`src/rtl/intersection_phase_scheduler_if.sv`:
```
// ---------------------------------------------------------------------------
// intersection_phase_scheduler_if : approach handshake and preemption bundle
// Rev 1.0
// ---------------------------------------------------------------------------
`default_nettype none

interface intersection_phase_scheduler_if;
  logic [3:0] done_i;
  logic [3:0] demand_i;
  logic       preempt_i;
  logic [1:0] preempt_dir_i;
  logic [3:0] enable_o;
  logic [3:0] clear_o;
  logic       all_red_o;
  logic [1:0] phase_o;
  logic       preempt_active_o;

  modport master (
    output done_i, demand_i, preempt_i, preempt_dir_i,
    input  enable_o, clear_o, all_red_o, phase_o, preempt_active_o
  );

  modport slave (
    input  done_i, demand_i, preempt_i, preempt_dir_i,
    output enable_o, clear_o, all_red_o, phase_o, preempt_active_o
  );
endinterface

`default_nettype wire

```
`src/rtl/intersection_phase_scheduler.sv`:
```
// ---------------------------------------------------------------------------
// intersection_phase_scheduler : one-green-at-a-time approach sequencer with
// timed all-red clearance, demand round-robin and emergency preemption.
// Rev 1.0
// ---------------------------------------------------------------------------
`default_nettype none

module intersection_phase_scheduler #(
  parameter int DIV_FACTOR  = 1000,
  parameter int ALL_RED_SEC = 2
) (
  input  wire logic                   clk,
  input  wire logic                   rst,
  intersection_phase_scheduler_if.slave bus
);

  localparam int PW = (DIV_FACTOR > 1) ? $clog2(DIV_FACTOR) : 1;
  localparam int SW = (ALL_RED_SEC > 1) ? $clog2(ALL_RED_SEC + 1) : 1;
  localparam logic [PW-1:0] PRESC_LAST = PW'(DIV_FACTOR - 1);
  localparam logic [SW-1:0] SEC_LAST   = SW'(ALL_RED_SEC - 1);

  typedef enum logic [1:0] {
    CLEAR = 2'd0,
    GRANT = 2'd1,
    RUN   = 2'd2
  } state_t;

  state_t        state, state_n;
  logic [PW-1:0] presc, presc_n;
  logic [SW-1:0] secs, secs_n;
  logic [3:0]    enable, enable_n;
  logic [3:0]    clear, clear_n;
  logic          all_red, all_red_n;
  logic [1:0]    phase, phase_n;
  logic          pact, pact_n;

  logic [1:0]    sel;
  logic          found;
  logic [1:0]    cand;

  // Preemption wins; otherwise scan demand starting just after the last phase.
  always_comb begin
    sel   = phase + 2'd1;
    found = 1'b0;
    cand  = 2'd0;
    if (bus.preempt_i) begin
      sel = bus.preempt_dir_i;
    end else begin
      for (int k = 1; k <= 4; k++) begin
        cand = phase + k[1:0];
        if (!found && bus.demand_i[cand]) begin
          sel   = cand;
          found = 1'b1;
        end
      end
    end
  end

  always_comb begin
    state_n   = state;
    presc_n   = presc;
    secs_n    = secs;
    enable_n  = enable;
    clear_n   = '0;
    all_red_n = all_red;
    phase_n   = phase;
    pact_n    = pact;
    case (state)
      CLEAR: begin
        enable_n  = '0;
        all_red_n = 1'b1;
        if (presc == PRESC_LAST) begin
          presc_n = '0;
          if (secs == SEC_LAST) begin
            secs_n    = '0;
            state_n   = GRANT;
            clear_n   = 4'b0001 << sel;
            phase_n   = sel;
            all_red_n = 1'b0;
            pact_n    = bus.preempt_i;
          end else begin
            secs_n = secs + SW'(1);
          end
        end else begin
          presc_n = presc + PW'(1);
        end
      end
      GRANT: begin
        enable_n = 4'b0001 << phase;
        state_n  = RUN;
      end
      RUN: begin
        pact_n = 1'b0;
        if (bus.preempt_i && (bus.preempt_dir_i == phase)) begin
          pact_n = 1'b1;
        end else if (bus.preempt_i || bus.done_i[phase]) begin
          // Foreign preemption aborts the green; the held-green case above masks done.
          enable_n  = '0;
          all_red_n = 1'b1;
          state_n   = CLEAR;
          presc_n   = '0;
          secs_n    = '0;
        end
      end
      default: begin
        state_n   = CLEAR;
        enable_n  = '0;
        all_red_n = 1'b1;
        presc_n   = '0;
        secs_n    = '0;
        pact_n    = 1'b0;
      end
    endcase
  end

  always_ff @(posedge clk) begin
    if (rst) begin
      state   <= CLEAR;
      presc   <= '0;
      secs    <= '0;
      enable  <= '0;
      clear   <= '0;
      all_red <= 1'b1;
      phase   <= 2'd3;
      pact    <= 1'b0;
    end else begin
      state   <= state_n;
      presc   <= presc_n;
      secs    <= secs_n;
      enable  <= enable_n;
      clear   <= clear_n;
      all_red <= all_red_n;
      phase   <= phase_n;
      pact    <= pact_n;
    end
  end

  assign bus.enable_o         = enable;
  assign bus.clear_o          = clear;
  assign bus.all_red_o        = all_red;
  assign bus.phase_o          = phase;
  assign bus.preempt_active_o = pact;

endmodule

`default_nettype wire

```
`src/flat_wrapper.sv`:
```
// flat-port wrapper written by rule: the top's interface ports become plain ports
module intersection_phase_scheduler_flat 
#(
  parameter int DIV_FACTOR  = 1000,
  parameter int ALL_RED_SEC = 2
)
  (clk, rst, bus_done_i, bus_demand_i, bus_preempt_i, bus_preempt_dir_i, bus_enable_o, bus_clear_o, bus_all_red_o, bus_phase_o, bus_preempt_active_o);
  intersection_phase_scheduler_if bus_i ();
  input  wire logic clk;
  input  wire logic rst;
  input wire logic [$bits(bus_i.done_i)-1:0] bus_done_i;
  input wire logic [$bits(bus_i.demand_i)-1:0] bus_demand_i;
  input wire logic [$bits(bus_i.preempt_i)-1:0] bus_preempt_i;
  input wire logic [$bits(bus_i.preempt_dir_i)-1:0] bus_preempt_dir_i;
  output wire logic [$bits(bus_i.enable_o)-1:0] bus_enable_o;
  output wire logic [$bits(bus_i.clear_o)-1:0] bus_clear_o;
  output wire logic [$bits(bus_i.all_red_o)-1:0] bus_all_red_o;
  output wire logic [$bits(bus_i.phase_o)-1:0] bus_phase_o;
  output wire logic [$bits(bus_i.preempt_active_o)-1:0] bus_preempt_active_o;
  assign bus_i.done_i = bus_done_i;
  assign bus_i.demand_i = bus_demand_i;
  assign bus_i.preempt_i = bus_preempt_i;
  assign bus_i.preempt_dir_i = bus_preempt_dir_i;
  assign bus_enable_o = bus_i.enable_o;
  assign bus_clear_o = bus_i.clear_o;
  assign bus_all_red_o = bus_i.all_red_o;
  assign bus_phase_o = bus_i.phase_o;
  assign bus_preempt_active_o = bus_i.preempt_active_o;
  intersection_phase_scheduler #(.DIV_FACTOR(DIV_FACTOR), .ALL_RED_SEC(ALL_RED_SEC)) u_core (.clk(clk), .rst(rst), .bus(bus_i));
endmodule
```
`config.mk`:
```
export PLATFORM = sky130hd
export DESIGN_NAME = intersection_phase_scheduler_flat
export DESIGN_NICKNAME = d
export VERILOG_FILES = /design/src/rtl/intersection_phase_scheduler_if.sv /design/src/rtl/intersection_phase_scheduler.sv /design/src/flat_wrapper.sv
export SDC_FILE = /design/constraint.sdc
export NUM_CORES = 1
export LEC_CHECK = 0
export ABC_CLOCK_PERIOD_IN_PS = 2500
export CAP_MARGIN = 20
export CORE_ASPECT_RATIO = 1.5
export CORE_UTILIZATION = 48
export DETAILED_ROUTE_END_ITERATION = 12
export PLACE_DENSITY = 0.74
export SLEW_MARGIN = 20
export SYNTH_ARGS = -nofsm -noshare
export SYNTH_HDL_FRONTEND = slang
export SYNTH_SLANG_ARGS = --single-unit
```
`constraint.sdc`:
```
create_clock -name clk -period 2.5 [get_ports clk]
set_input_delay 0.5 -clock clk [delete_from_list [all_inputs] [get_ports clk]]
set_output_delay 0.5 -clock clk [all_outputs]
set_load 0.03 [all_outputs]
```
==> metrics.txt <==
outcome finished, final reports clean; Placed Instances 238; Die ar. 3566 um2; # fillers 270; Final Hold Vio Count 0; RSZ-0062 raised after global routing false; fin util 64.00%; switching fraction of total power 21.41%; Yosys Warn Count 0; ys flop type dfxtp_1; Worst Tran Pin Value 0.6315 ns; fmax 421.5 MHz; Antenna diodes 0; WP data required 2.71 ns; Seq pwr share 48.9%; Worst Path Arrival 2.58 ns; CP bufs+invs 1; minimum period implied by the final worst setup slack 2.372 ns; area leader, netlist dfxtp_1; endpoint class of the critical path register; Post-Synth Simple-Gate Area 24.84%; Chip Height 72.64 um; pins over their slew limit 0; DRT antenna net count 0; root buf cell clkbuf_8; drt first pass iters 4; Worst Setup Path Type reg2reg; I/O Buffers 24; I/O pin cnt 25; Area contributors post-synth dfxtp_1 33%, mux2i_1 6.3%, mux4_2 4.2%; drt drc 0; Synth Area in XOR/XNOR 1.646%; CTS Sinks 26; most frequent cells in the layout 24 x clkdlybuf4s50_1, 24 x dfxtp_1, 12 x buf_4, 11 x nand2_1, 10 x mux2i_1; share of cells above drive strength 1 15.84%; first-pass GRT wire length 6292 um; adder-cell area share of the yosys netlist 3.918%; Post-DP Area 1939 um2; Post-synth EDFFs 0; 1st-iter DRT viols 25; GP Congestion 0.8172; final instance area 2022 um2; Initial Util 50.53%; Worst Hold Path Cells 1; Combinational Power Share 10.3%; largest family of logic cells by synthesized area simple AND/OR/NAND/NOR gates; Hold/Removal Path Class reg2reg; Netlist Area Pre-Place 1597 um2; clock power share 40.7%; leakage 0.7459 nW; IR drop worst, VDD 0.0002439 V; reg2reg setup slack 0.13 ns; nets 221; global route overflow 0; Core Area 3159 um2; Vias per Instance 6.037; PwrDens 427.6 nW/um2; Rows 25; Setup Skew 0.007677 ns; CTS tree yes; post-synthesis async set-or-reset flop share 0%; hpwl dp 2925 um; H-tree depth 1; Max Cap Violations 0; initial antenna violation count 0; post-synth top area share 32.60%; Setup violations, final 0; Layout Cells excl Fill 242; CTS max path bufs 2; post-DR wirelength/cell 15.36 um; CP cell instances inv_1 -> ha_4 -> mux4_2 -> and2_0 -> or4_4 -> a31oi_4 -> nor3b_2; DR vias 1461; Worst-Skew Late Latency 0.28 ns; Die X 49.09 um; worst r2r path cells 7; register area share after synthesis 32.60%; fin crit share 94.90%; Crit path max-delay family simple AND/OR/NAND/NOR gates; reg2reg start u_core.bus.phase_o[0]$_SDFFE_PP1P_; register bit total from synthesis 26; Synth Area in Compound Gates 20.69%; CTS clk-pin slew, worst paths 0.10 ns; Switch Pwr 185.1 uW; instance count of the mapped netlist 174; post-synth cell types 53; Internal Power 679.5 uW; Crit-path slowest cell or4_4; Layout area overhead 26.65%; multiplexer share of the synthesized area 11.21%; crit path max fanout 9; GRT Total Usage 22.69%; Setup crit start kind register; Syn Nets 192; CTS buffer count 3; Post-Syn Area per Cell 9.175 um2; worst hold endpoint u_core.secs[1]$_SDFFE_PP0P_; pre-CTS WS -0.1228 ns; number of global-route vias before repair 1460; hold path startpoint u_core.secs[1]$_SDFFE_PP0P_; Detailed Route WL 3716 um; worst relative slew slack 57.67%; Hold Slack 0.4777 ns; Reg2Reg Capture Point u_core.bus.clear_o[0]$_SDFF_PP0_; largest net degree at the start of global routing 17; worst setup margin 0.1275 ns; CP peak stage delay 0.50 ns
cells by family (layout without fill, tap and decap cells):
family	after synthesis	after routing
compound gates	40	40
xor+xnor	3	3
flops	26	26
buf+inv	19	47
fa+ha+maj	5	5
simple gates	67	67
mux	14	14
sequential cells by signal (all words and copies together), names as in the netlist:
| signal | cells |
|---|---|
| u_core.bus.phase_o | 2 |
| u_core.bus.all_red_o | 1 |
| u_core.secs | 2 |
| u_core.bus.clear_o | 4 |
| u_core.bus.preempt_active_o | 1 |
| u_core.presc | 10 |
| u_core.state | 2 |
| u_core.bus.enable_o | 4 |
worst register-to-register path, cell delays in order, from the launching register on:
cell and delay (ns):
dfxtp_4 0.43, inv_1 0.14, ha_4 0.33, mux4_2 0.30, and2_0 0.18, or4_4 0.50
a31oi_4 0.24, nor3b_2 0.19
metal layers:
layer  vias to the layer above  routed length [um]  track usage [%]
li1                        719                   -                -
met1                       699                1383            22.35
met2                        31                2140            45.21
met3                        12                  59            1.875
met4                         0                 133            12.75
met5                         -                   0                0
through the flow:
| stage | power, mW | setup TNS [ns] |
|---|---|---|
| 6_report | 0.8647 | 0 |
| 5_1_grt | 0.8901 | 0 |
| 4_1_cts | 0.8701 | 0 |
| 3_5_place_dp | 0.5217 | -0.5061 |
| 3_3_place_gp | 0.5179 | -0.2690 |
| 2_1_floorplan | 0.4780 | 0 |
worst max path at each step:
stage	from	endpoint	cells after the start	slack, ns
global placement	bus_demand_i[2]	u_core.bus.clear_o[1]$_SDFF_PP0_	7	-0.09
detailed placement	bus_demand_i[3]	u_core.bus.clear_o[0]$_SDFF_PP0_	6	-0.12
CTS	u_core.bus.phase_o[0]$_SDFFE_PP1P_	u_core.bus.clear_o[0]$_SDFF_PP0_	7	0.10
floorplan	u_core.bus.phase_o[0]$_SDFFE_PP1P_	u_core.bus.phase_o[1]$_SDFFE_PP1P_	9	0.006
global route	u_core.bus.phase_o[0]$_SDFFE_PP1P_	u_core.bus.clear_o[3]$_SDFF_PP0_	8	0.007
finish	u_core.bus.phase_o[0]$_SDFFE_PP1P_	u_core.bus.clear_o[0]$_SDFF_PP0_	7	0.13
power by group through the flow:
stage	Clock [mW]	Combinational [mW]	Sequential, mW
after floorplan	0	0.0470	0.431
after global placement	0	0.0858	0.432
after detailed placement	0	0.0890	0.433
after CTS	0.358	0.0893	0.423
after global routing	0.369	0.0973	0.424
final	0.352	0.0894	0.423
cell usage after synthesis (all sizes together), types with 2 or more instances:
cell	instances
dfxtp	26
nand2	11
mux2i	10
clkbuf	9
nor2	9
nor3	9
a311oi	8
o21ai	8
inv	7
a21oi	6
nand2b	6
ha	5
nand3	4
nand4b	4
nor4	4
a31oi	3
and2	3
and3	3
buf	3
mux4	3
nor3b	3
a211oi	2
a41oi	2
nand3b	2
nor2b	2
o31ai	2
or3b	2
xnor2	2
what timing repair did:
item / CTS / global route
hold buffers: 0 / 0
setup buffers: 0 / 0
endpoints found under the setup margin: 0 / 7
resized for setup: 0 / 3
final cells by class:
class	instances	area (um2)	share of cell area [%]
Tap cell	40	50.05	2.475
Multi-Input combinational cell	129	1018	50.37
Clock buffer	3	41.29	2.042
Inverter	7	26.28	1.300
Timing Repair Buffer	36	330.3	16.34
Clock inverter	1	30.03	1.485
Sequential cell	26	525.5	25.99
Note: power is estimated with default switching activity, not from simulation.
==> variant, RTL diff (config.mk and constraints unchanged) <==
`DIV_FACTOR` is set to 1000 in 2 places; all go to 2000.
--- a/src/rtl/intersection_phase_scheduler.sv
+++ b/src/rtl/intersection_phase_scheduler.sv
@@ -6,7 +6,7 @@
 `default_nettype none
 
 module intersection_phase_scheduler #(
-  parameter int DIV_FACTOR  = 1000,
+  parameter int DIV_FACTOR  = 2000,
   parameter int ALL_RED_SEC = 2
 ) (
   input  wire logic                   clk,
--- a/src/flat_wrapper.sv
+++ b/src/flat_wrapper.sv
@@ -1,7 +1,7 @@
 // flat-port wrapper written by rule: the top's interface ports become plain ports
 module intersection_phase_scheduler_flat 
 #(
-  parameter int DIV_FACTOR  = 1000,
+  parameter int DIV_FACTOR  = 2000,
   parameter int ALL_RED_SEC = 2
 )
   (clk, rst, bus_done_i, bus_demand_i, bus_preempt_i, bus_preempt_dir_i, bus_enable_o, bus_clear_o, bus_all_red_o, bus_phase_o, bus_preempt_active_o);
Formal check against the unedited RTL: no difference found for any inputs over 10 cycles, from zero or initial values and one cycle with rst high; that may be too few to reach the edited logic, so the function may still have changed.
==> variant against the unedited design <==
Routed wire length rose by 7.0%; synthesized cell count rose by 2.9%; cell area rose by 0.62%; synthesized area grew 1.3%; setup slack better by 160 ps; utilization fell by 0.24 points; power shrank 11%; clock power down 30%; sequential cell count rose by 1; critical path depth decreased by 1; sequential power rose by 3%; largest power group unchanged.
==> variant: results (changes against the unedited design) <==
| Metric | Value |
|---|---|
| Status | finished clean (unchanged) |
| DRT Wirelength | 3980 µm (was 3720 µm) |
| Placer Congestion | 0.892 (was 0.817) |
| CTS root buf | clkbuf_8 (unchanged) |
| Rel. slew slack | 63.1% (was 57.7%) |
| Number of distinct library cells after synthesis | 57 (was 53) |
| Top post-synthesis cells by area | dfxtp_1 (33%), mux4_1 (4.9%), nor2_1 (4.9%) (was dfxtp_1 (33%), mux2i_1 (6.3%), mux4_2 (4.2%)) |
| Vias per cell | 5.93 (was 6.04) |
| Top reg by flops | u_core.presc (unchanged) |
| H-tree Lvls | 1 (unchanged) |
| Layout net count | 234 (was 221) |
| Crit-path max cell delay | 520 ps (was 500 ps) |
| CP max stage cell | mux4_1 (was or4_4) |
| Placed Area | 0.00199 mm² (was 0.00194 mm²) |
| Top_reg_cell synth | dfxtp_1 (unchanged) |
| Clk buf depth | 2 (unchanged) |
| Fillers | 290 (was 270) |
| Syn_nets | 197 (was 192) |
| Mapped Avg Cell Area | 9.03 µm² (was 9.18 µm²) |
| Ant diodes | 0 (unchanged) |
| First-pass iteration count of the detailed router | 4 (unchanged) |
| Place WS | 0.289 ps (was -123 ps) |
| Yosys warns | 0 (unchanged) |
| I/O Buffers | 24 (unchanged) |
| Worst vdd ir | 0.234 mV (was 0.244 mV) |
| Antenna violations before repair | 0 (unchanged) |
| DP Cell Count | 251 (was 238) |
| Cts repair resizes | 0 (unchanged) |
| Layout cell share with drive strength beyond 1 | 17.7% (was 15.8%) |
| Total global routing track utilization | 22.8% (was 22.7%) |
| Worst hold path type | flip-flop to flip-flop (unchanged) |
| Via count | 1,513 (was 1,461) |
| Sequential-to-total area share from yosys stat | 33.4% (was 32.6%) |
| Post-CTS setup repair buffer count | 0 (unchanged) |
| Drt first-iter violations | 26 (was 25) |
| Leakage | 0.767 nW (was 0.746 nW) |
| Synth cell count leaders | dfxtp_1 (27), nor2_1 (21), a21oi_1 (12) (was dfxtp_1 (26), nand2_1 (11), mux2i_1 (10)) |
| WP data arrival | 2430 ps (was 2580 ps) |
| Max reg flops | 11 (was 10) |
| Clock transition at path regs | about 90 ps |
| Setup Skew | 9.84 ps (was 7.68 ps) |
| HPWL after DPL | 3170 µm (was 2920 µm) |
| CP max FO | 4 (was 9) |
| Worst-skew pair later-pin latency | 270 ps |
| Async SR Flop Fraction | 0% (unchanged) |
| TritonCTS Buffers | 3 (unchanged) |
| Final Cell Area | 0.00203 mm² (was 0.00202 mm²) |
| Largest net degree at the start of global routing | 20 (was 17) |
| First-pass GRT wire length | 6220 µm (was 6290 µm) |
[variant: kinds of logic after synthesis]
logic type,after synthesis,share of synthesized area [%]
muxes,8,9.67
xor gates and xnor gates,4,2.63
AOI/OAI and AO/OA,48,21.0
and+or+nand+nor,69,24.5
DFF,27,33.4
adders and majority gates,5,3.87
buffers and inverters,18,4.95
[variant: path summary, 6_finish.rpt]
kind,start,to,slack [ps],cells past startpoint
max reg2reg,u_core.bus.phase_o[0],u_core.bus.clear_o[1],280,6
min reg2reg,u_core.presc[3],u_core.presc[3],480,1
min,u_core.presc[3],u_core.presc[3],480,1
max,bus_demand_i[3],u_core.bus.clear_o[1],280,6
[variant: per-layer routing]
| metal | up-vias | global-route usage [%] | part of all wire, % |
|---|---|---|---|
| met3 | 11 | 3.13 | 2.6 |
| met4 | 0 | 12.7 | 2.8 |
| met2 | 39 | 46.3 | 56 |
| met5 | - | 0 | 0 |
| met1 | 718 | 21.2 | 38 |
| li1 | 745 | - | - |
[variant: power by group]
group / internal (mW) / switching [mW]
clock: 0.114 / 0.133
sequential: 0.433 / 0.00386
combinational: 0.0487 / 0.0396
[variant: worst max-delay path: cells and delay by family]
kind | cells | cell delay, ps
muxes | 1 | 520
buffers and inverters | 1 | 440
and+or+nand+nor | 2 | 350
AOI/OAI and AO/OA | 2 | 610
[variant: area by class of cell]
class                           instances  area share, %
Timing Repair Buffer                   40           17.7
Sequential cell                        27           26.8
Tap cell                               40           2.46
Inverter                               10           1.85
Multi-Input combinational cell        134           49.0
Clock buffer                            4           2.21
